File: config.mk
export PLATFORM = sky130hd
export DESIGN_NAME = pipelined_adder_tree
export DESIGN_NICKNAME = d
export VERILOG_FILES = /design/src/rtl/adder_tree_pkg.sv /design/src/rtl/adder_tree_level.sv /design/src/rtl/pipelined_adder_tree.sv
export SDC_FILE = /design/constraint.sdc
export NUM_CORES = 1
export LEC_CHECK = 0
export ABC_AREA = 1
export BUFFER_PORTS_ARGS = -buffer_cell sky130_fd_sc_hd__buf_2
export CAP_MARGIN = 20
export CORE_MARGIN = 2
export CORE_UTILIZATION = 62
export CTS_BUF_LIST = sky130_fd_sc_hd__clkbuf_4 sky130_fd_sc_hd__clkbuf_8
export DETAILED_ROUTE_END_ITERATION = 10
export GPL_TIMING_DRIVEN = 0
export PLACE_DENSITY = 0.83
export SLEW_MARGIN = 10
export SYNTH_ARGS = -nofsm -noshare
export SYNTH_HDL_FRONTEND = slang
export SYNTH_SLANG_ARGS = --single-unit
File: constraint.sdc
create_clock -name clk -period 3.5 [get_ports clk]
set_input_delay 0.7 -clock clk [delete_from_list [all_inputs] [get_ports clk]]
set_output_delay 0.7 -clock clk [all_outputs]
set_load 0.02 [all_outputs]
File: src/rtl/adder_tree_pkg.sv
// Shared defaults and elaboration helpers for the pipelined adder tree.
package adder_tree_pkg;

  localparam int DEF_IN_W   = 20;
  localparam int DEF_N      = 8;
  localparam int DEF_SIGNED = 0;
  localparam int DEF_ACC_W  = 32;

  function automatic int clog2(input int value);
    int r;
    r = 0;
    while ((1 << r) < value) r++;
    return r;
  endfunction

endpackage

File: src/rtl/adder_tree_level.sv
// One registered level of the adder tree: PAIRS adjacent operand pairs summed at IN_W+1 bits.
module adder_tree_level
  import adder_tree_pkg::*;
#(
  parameter int PAIRS  = 4,
  parameter int IN_W   = 20,
  parameter int SIGNED = 0
) (
  input  logic                      clk,
  input  logic                      rst_n,
  input  logic                      en,
  input  logic                      in_valid,
  input  logic                      in_last,
  input  logic [2*PAIRS*IN_W-1:0]   in_data,
  output logic                      out_valid,
  output logic                      out_last,
  output logic [PAIRS*(IN_W+1)-1:0] out_data
);

  localparam int OW = IN_W + 1;

  logic [PAIRS*OW-1:0] sum_d;

  function automatic logic [OW-1:0] ext(input logic [IN_W-1:0] v);
    ext = {((SIGNED != 0) ? v[IN_W-1] : 1'b0), v};
  endfunction

  always_comb begin
    sum_d = '0;
    for (int p = 0; p < PAIRS; p++) begin
      sum_d[p*OW +: OW] = ext(in_data[2*p*IN_W +: IN_W]) + ext(in_data[(2*p+1)*IN_W +: IN_W]);
    end
  end

  always_ff @(posedge clk or negedge rst_n) begin
    if (!rst_n) begin
      out_valid <= 1'b0;
      out_last  <= 1'b0;
      out_data  <= '0;
    end else if (en) begin
      out_valid <= in_valid;
      out_last  <= in_last;
      out_data  <= sum_d;
    end
  end

endmodule

File: src/rtl/pipelined_adder_tree.sv
// Pipelined N-operand adder tree feeding a per-frame accumulator with sticky overflow.
module pipelined_adder_tree
  import adder_tree_pkg::*;
#(
  parameter int IN_W   = DEF_IN_W,
  parameter int N      = DEF_N,
  parameter int SIGNED = DEF_SIGNED,
  parameter int ACC_W  = DEF_ACC_W
) (
  input  logic              clk,
  input  logic              rst_n,
  input  logic              in_valid,
  output logic              in_ready,
  input  logic [N*IN_W-1:0] in_data,
  input  logic              in_last,
  output logic              out_valid,
  input  logic              out_ready,
  output logic [ACC_W-1:0]  out_sum,
  output logic              out_ovf
);

  localparam int L  = clog2(N);
  localparam int TW = IN_W + L;

  if (N < 2 || (1 << L) != N) begin : g_bad_n
    $error("pipelined_adder_tree: N must be a power of two >= 2");
  end
  if (ACC_W < TW) begin : g_bad_acc_w
    $error("pipelined_adder_tree: ACC_W must be >= IN_W + log2(N)");
  end

  // Handshake: a beat moves when in_valid && in_ready, a result when out_valid && out_ready.
  // The whole pipeline stalls only when a finished result is waiting and not being taken.
  logic en;
  assign en       = !(out_valid && !out_ready);
  assign in_ready = en;

  logic [L:0] lvl_valid;
  logic [L:0] lvl_last;
  assign lvl_valid[0] = in_valid;
  assign lvl_last[0]  = in_last;

  genvar k;
  for (k = 1; k <= L; k++) begin : g_level
    localparam int WI    = IN_W + k - 1;
    localparam int PAIRS = N >> k;

    logic [2*PAIRS*WI-1:0]   lvl_in;
    logic [PAIRS*(WI+1)-1:0] lvl_sum;

    if (k == 1) begin : g_first
      assign lvl_in = in_data;
    end else begin : g_next
      assign lvl_in = g_level[k-1].lvl_sum;
    end

    adder_tree_level #(
      .PAIRS (PAIRS),
      .IN_W  (WI),
      .SIGNED(SIGNED)
    ) u_level (
      .clk      (clk),
      .rst_n    (rst_n),
      .en       (en),
      .in_valid (lvl_valid[k-1]),
      .in_last  (lvl_last[k-1]),
      .in_data  (lvl_in),
      .out_valid(lvl_valid[k]),
      .out_last (lvl_last[k]),
      .out_data (lvl_sum)
    );
  end

  logic [TW-1:0]    tree_sum;
  logic [ACC_W-1:0] tree_ext;
  logic [ACC_W-1:0] acc;
  logic [ACC_W-1:0] base;
  logic [ACC_W-1:0] acc_next;
  logic             carry;
  logic             signed_ovf;
  logic             ovf_acc;
  logic             ovf_next;
  logic             first;

  assign tree_sum = g_level[L].lvl_sum;

  always_comb begin
    tree_ext = ACC_W'(tree_sum);
    if (SIGNED != 0) tree_ext = ACC_W'($signed(tree_sum));
    base               = first ? '0 : acc;
    {carry, acc_next}  = {1'b0, base} + {1'b0, tree_ext};
    // Two's-complement overflow: operands agree in sign, result disagrees.
    signed_ovf = (base[ACC_W-1] == tree_ext[ACC_W-1]) && (acc_next[ACC_W-1] != base[ACC_W-1]);
    ovf_next   = (first ? 1'b0 : ovf_acc) | ((SIGNED != 0) ? signed_ovf : carry);
  end

  always_ff @(posedge clk or negedge rst_n) begin
    if (!rst_n) begin
      acc       <= '0;
      ovf_acc   <= 1'b0;
      first     <= 1'b1;
      out_valid <= 1'b0;
      out_sum   <= '0;
      out_ovf   <= 1'b0;
    end else if (en) begin
      if (lvl_valid[L] && lvl_last[L]) begin
        out_sum   <= acc_next;
        out_ovf   <= ovf_next;
        out_valid <= 1'b1;
        acc       <= '0;
        ovf_acc   <= 1'b0;
        first     <= 1'b1;
      end else begin
        // Either nothing was pending or the pending result was just taken.
        out_valid <= 1'b0;
        if (lvl_valid[L]) begin
          acc     <= acc_next;
          ovf_acc <= ovf_next;
          first   <= 1'b0;
        end
      end
    end
  end

endmodule

==> results.yml, run 1 <==
status:
  run_status: "complete, no violations"
global_routing:
  grt.overflow.total: 0
  grt_usage_pct: 36.7
  first_global_vias: 19200
  antenna_found_initial: 0
  grt_max_degree: 117
  grt_pass1_wl_mm: 93.1
timing:
  rsz0062_at_grt: "false"
  fin_ws_ns: 0.0253
  fin_crit_ns: 3.47
  period_share_pct: 99.3
  drv_slew: 0
  setup_violations: 0
  slew_headroom_pct: 39.4
  skew_ns: 0.0280
  hold_violations: 0
  worst_slew_pin_slew_ns: 0.909
  fmax_ghz: 0.288
cts:
  clock_latency_ns: 0.57
  cts_setup_buffers: 0
  cts_resized: 0
  clock-sinks: 225
  cts_max_level: 2
  postCtsHoldBufs: 0
  cts_tree: "built"
  clk_path_buf_depth: 3
  cts_made_buffers: 40
  clkTransAtPathRegs_ns: 0.06
  cts-root-buf: "clkbuf_8"
synth:
  synth_seq_cells: 225
  ys_top_cells_by_area: "dfrtp_1, nand2_1, ha_1"
  syn_avg_cell_area_um2: 6.56
  synth_cells: 2863
  yosysTopAreaCell: "dfrtp_1"
  synth_flop_cell: "dfrtp_1"
  syn-num-nets: 3203
  synthArstFlopShare_pct: 100
  synth_edf_count: 0
  ys_warn_count: 0
  syn-cell-area_um2: 18800
  yosysUniqueCellTypes: 47
  synth_top_cell_area_share_pct: 29.8
  ys_seq_area_share_pct: 30.0
worst_setup_path:
  critPathMaxFanout: 10
  critPathLaunchType: "register"
  r2r-start: "first"
  worstSetupStartpoint: "out_valid"
  cp_data_required_time_ns: 2.80
  crit_type: "reg2out"
  cp.arrival_ns: 2.77
  cp-end-kind: "primary output"
placement:
  gp_congestion: 0.976
  place_area_um2: 20300
  place_hpwl_mm: 45.9
  dp_slack_ns: 0.167
  numPortBuffers: 199
drt:
  drt_iter0_drc: 1476
  drt_wl_total_mm: 57.7
  routedWlPerCell_um: 16.3
  vias: 20000
  drtPass1Iterations: 6
  drc: 0
  viasPerCell: 5.68
  postRouteAntennaNets: 0
power_and_ir_drop:
  p_clk_share_pct: 16.2
  p_comb_share_pct: 60.0
  intPower_uw: 9330
  ir_worst_vdd_v: 0.000383
  power.leakage_uw: 0.0115
  seq_power_share_pct: 23.8
  power.switching_uw: 9410
  power_density_nw_per_um2: 880
  switching_share_pct: 50.2
floorplan:
  die_area_um2: 31700
  io_pins: 200
  rows: 63
  initial_core_util_pct: 63.2
  fp.dieH_um: 178
  core_area_um2: 29700
  die_x_um: 178
layout:
  finalNetCount: 3445
  layout-drive-gt1-share_pct: 10.7
  antenna_cells: 0
  area_delta_synth_final_pct: 13.4
  fin_area_um2: 21300
flow_run:
  cap_violations: 0
worst_hold_path:
  hp-class: "in2async"
-- per-stage QoR --
| step | power [uW] | hold WS (ns) | setup TNS, ns | std cells | util [%] |
|---|---|---|---|---|---|
| floorplan | 12300 | 0.404 | 0 | 2863 | - |
| global placement | 15100 | 0.458 | -424.17 | 3452 | 68.2 |
| detailed placement | 15400 | 0.461 | 0 | 3453 | 68.3 |
| CTS | 18500 | 0.205 | 0 | 3527 | 71.7 |
| global route | 20300 | 0.243 | 0 | 3527 | 71.7 |
| finish | 18700 | 0.154 | 0 | 3527 | 71.7 |
-- flip-flops by register name (all words and copies together), names as in the netlist --
name,cells
out_ovf,1
g_level.u_level.out_last,3
out_sum,32
out_valid,1
acc,32
g_level.u_level.out_data,151
ovf_acc,1
first,1
g_level.u_level.out_valid,3
-- layer usage --
metal / global-route usage (%) / up-vias / share of wire, %
met5: 0 / - / 0
met4: 20.1 / 0 / 5.7
met3: 5.24 / 202 / 7.1
met2: 63.8 / 818 / 48
met1: 43.8 / 9238 / 40
li1: - / 9791 / -
-- synthesized netlist by cell type (2+ instances only) --
cell      instances
nor3_1           18
nor2_1          244
xor2_1            9
and2_1           10
nand2_4           3
xnor2_1          50
o21ai_1           7
o21ai_2           2
a211oi_1          2
nand3_2           4
ha_1            167
nor4_1            6
nand3_1         253
o21bai_1         23
buf_2            24
nand3b_1         31
dfrtp_1         224
inv_2             5
a21o_1            2
nor2_4            4
inv_1           337
fa_1              8
o31ai_1           3
nor2_2            3
a21oi_1         164
nand2_1        1019
nor3_2            3
a31oi_1          10
buf_1             6
o21ai_0         136
nand2_2           5
or2_2             4
nand4_1          36
clkbuf_1         19
o22ai_1          10
-- cells by family (layout without fill, tap and decap cells) --
family | count (synthesis) | count (layout) | share of synthesized area, %
buffers and inverters | 393 | 667 | 8.09
XOR/XNOR | 59 | 59 | 2.75
flip-flops | 225 | 225 | 30.0
AND/OR/NAND/NOR | 1645 | 1645 | 36.8
AO/OA/AOI/OAI | 366 | 366 | 10.4
adder cells (fa/ha/maj) | 175 | 175 | 12.0
-- critical path: stages (launching register included) --
cell and delay [ns]:
dfrtp_1 0.39, inv_1 0.11, nor2_4 0.12, inv_1 0.15, clkbuf_1 0.65, buf_2 0.52
buf_2 0.25
-- power by group through the flow --
stage / logic, uW / clock network (uW) / registers (uW)
after floorplan: 7950 / 0 / 4340
after global placement: 10600 / 0 / 4430
after detailed placement: 11000 / 0 / 4470
after CTS: 11100 / 3030 / 4440
after global routing: 12600 / 3150 / 4550
final: 11200 / 3030 / 4470
-- final timing paths --
path	slack, ns	endpoint	cells past startpoint
max reg2reg	0.13	acc[20]	13
min reg2reg	0.48	out_sum[19]	2
min in group clk	0.35	g_level[1].u_level.out_last	3
min	0.15	out_sum[1]	1
max in group asynchronous	2.27	g_level[1].u_level.out_data[49]	2
max	0.03	in_ready	6
-- layout make-up --
type	instances	area, um^2
multi-input combinational	2245	11600
buffer	50	225
clock inverter	17	248
sequential	225	5630
fill	2553	8420
tap	390	488
clock buffer	57	741
timing repair buffer	200	1030
inverter	343	1290
-- layout by cell type, fill, tap and decap left out, types with 5 or more instances in the layout --
cell,netlist,layout
a21oi_1,164,164
a31oi_1,10,10
and2_1,10,10
buf_1,6,6
buf_2,24,222
bufinv_16,0,6
clkbuf_1,19,19
clkbuf_4,0,7
clkbuf_8,0,50
clkinv_2,0,6
clkinvlp_4,0,5
dfrtp_1,224,224
fa_1,8,8
ha_1,167,167
inv_1,337,337
inv_2,5,5
nand2_1,1019,1019
nand2_2,5,5
nand3_1,253,253
nand3b_1,31,31
nand4_1,36,36
nor2_1,244,244
nor3_1,18,18
nor4_1,6,6
o21ai_0,136,136
o21ai_1,7,7
o21bai_1,23,23
o22ai_1,10,10
xnor2_1,50,50
xor2_1,9,9
No activity file was read; power rests on OpenSTA's default activity.
==> run 2, diff against run 1 <==
Settings changed: RECOVER_POWER set to 50.
==> results.yml, run 2 (synthesized netlist as in run 1, its figures left out) <==
status:
  run_status: "complete, but fails checks"
  violations: "max-capacitance violations, max-slew violations"
floorplan:
  initial_core_util_pct: 63.2
  rows: 63
  die_area_um2: 31700
  die_x_um: 178
  io_pins: 200
  fp.dieH_um: 178
  core_area_um2: 29700
drt:
  drt_iter0_drc: 1492
  postRouteAntennaNets: 0
  drt_wl_total_mm: 57.6
  viasPerCell: 5.66
  drtPass1Iterations: 6
  vias: 20000
  drc: 0
  routedWlPerCell_um: 16.3
timing:
  hold_violations: 0
  setup_violations: 0
  fmax_ghz: 0.288
  drv_slew: 110
  rsz0062_at_grt: "false"
  hold_slack_ns: 0.352
  skew_ns: 0.0247
  tns_ns: 0
  slew_headroom_pct: -83.9
  worst_slew_pin_slew_ns: 2.76
  fin_crit_ns: 3.48
  period_share_pct: 99.3
layout:
  largest_reg_flops: 151
  layout-drive-gt1-share_pct: 10.2
  finalNetCount: 3445
  fin_cells: 3527
  area.sequential_um2: 5630
  nFillCells: 2560
  largest-register: "g_level.u_level.out_data"
  area_delta_synth_final_pct: 13.2
  post-route-util_pct: 71.6
  multi_input_area_um2: 11600
  layout_common_cells: "nand2_1, inv_1, nand3_1"
  final_common_cell: "nand2_1"
  top_regs: "g_level.u_level.out_data x151, acc x32, out_sum x32"
  antenna_cells: 0
cts:
  cts_setup_buffers: 0
  cts-root-buf: "clkbuf_8"
  clock-sinks: 225
  cts_max_level: 2
  clk_path_buf_depth: 3
  postCtsHoldBufs: 0
  clkTransAtPathRegs_ns: 0.06
  cts_resized: 0
  cts_made_buffers: 40
  clock_latency_ns: 0.56
  cts_tree: "built"
flow_run:
  cap_violations: 1
placement:
  dp.cells: 3453
  numPortBuffers: 199
  place_hpwl_mm: 45.9
  gp_congestion: 0.976
worst_setup_path:
  cp.arrival_ns: 2.78
  cp-end-kind: "primary output"
  critPathMaxFanout: 10
  cp_data_required_time_ns: 2.80
  critPathLaunchType: "register"
  crit_type: "reg2out"
power_and_ir_drop:
  power.leakage_uw: 0.0115
  power_density_nw_per_um2: 880
  p_clk_share_pct: 16.2
  switching_share_pct: 50.3
  power.switching_uw: 9400
  ir_worst_vdd_v: 0.000384
  power_uw: 18700
  seq_power_share_pct: 23.9
  p_comb_share_pct: 60.0
  intPower_uw: 9310
global_routing:
  antenna_found_initial: 0
  grt_usage_pct: 36.7
  grt_max_degree: 117
  grt_pass1_wl_mm: 93.1
  first_global_vias: 19200
  grt.overflow.total: 0
worst_hold_path:
  hp-class: "in2reg"
==> run 2: worst max-delay path, stage by stage, from the launching register on <==
cell and delay (ns):
dfrtp_1 0.39, inv_1 0.11, nor2_4 0.12, inv_1 0.15, clkbuf_1 0.67, buf_2 0.51, buf_2 0.25
==> run 2: cell type report <==
class / instances / share of cell area, %
Tap cell: 390 / 2.29
Multi-Input combinational cell: 2245 / 54.7
Clock buffer: 57 / 3.48
Buffer: 50 / 1.06
Timing Repair Buffer: 200 / 4.71
Inverter: 343 / 6.09
Clock inverter: 17 / 1.16
Sequential cell: 225 / 26.5
==> run 2: through the flow <==
stage | cell area [um^2] | setup WS, ns
global route | 21300 | 0.00763
floorplan | 18800 | 1.00
global placement | 20300 | -1.92
detailed placement | 20300 | 0.167
CTS | 21300 | 0.0784
finish | 21300 | 0.0237
==> run 2: final timing paths <==
check                                                       end        start  slack, ns  depth (start not counted)
worst max-delay path                                   in_ready    out_valid       0.02                          6
worst min-delay path                g_level[1].u_level.out_last      in_last       0.35                          3
worst max register to register                          acc[20]        first       0.15                         13
worst min register to register                      out_sum[19]  out_sum[19]       0.48                          2
max in group asynchronous       g_level[1].u_level.out_data[62]        rst_n       0.85                          1
min in group asynchronous                            out_sum[1]        rst_n       0.98                          1
==> run 2: power groups by stage <==
stage          Combinational (uW)  Clock, uW  Sequential [uW]
2_1_floorplan                7950          0             4340
4_1_cts                     11100       3030             4440
5_1_grt                     12600       3150             4560
3_5_place_dp                11000          0             4470
6_report                    11200       3030             4470
3_3_place_gp                10600          0             4430
==> run 2: routing by layer <==
layer / part of all wire [%] / global-route usage (%) / vias to the layer above
met3: 7.0 / 5.24 / 195
li1: - / - / 9795
met1: 40 / 43.8 / 9187
met4: 5.6 / 20.1 / 0
met5: 0 / 0 / -
met2: 48 / 63.8 / 790
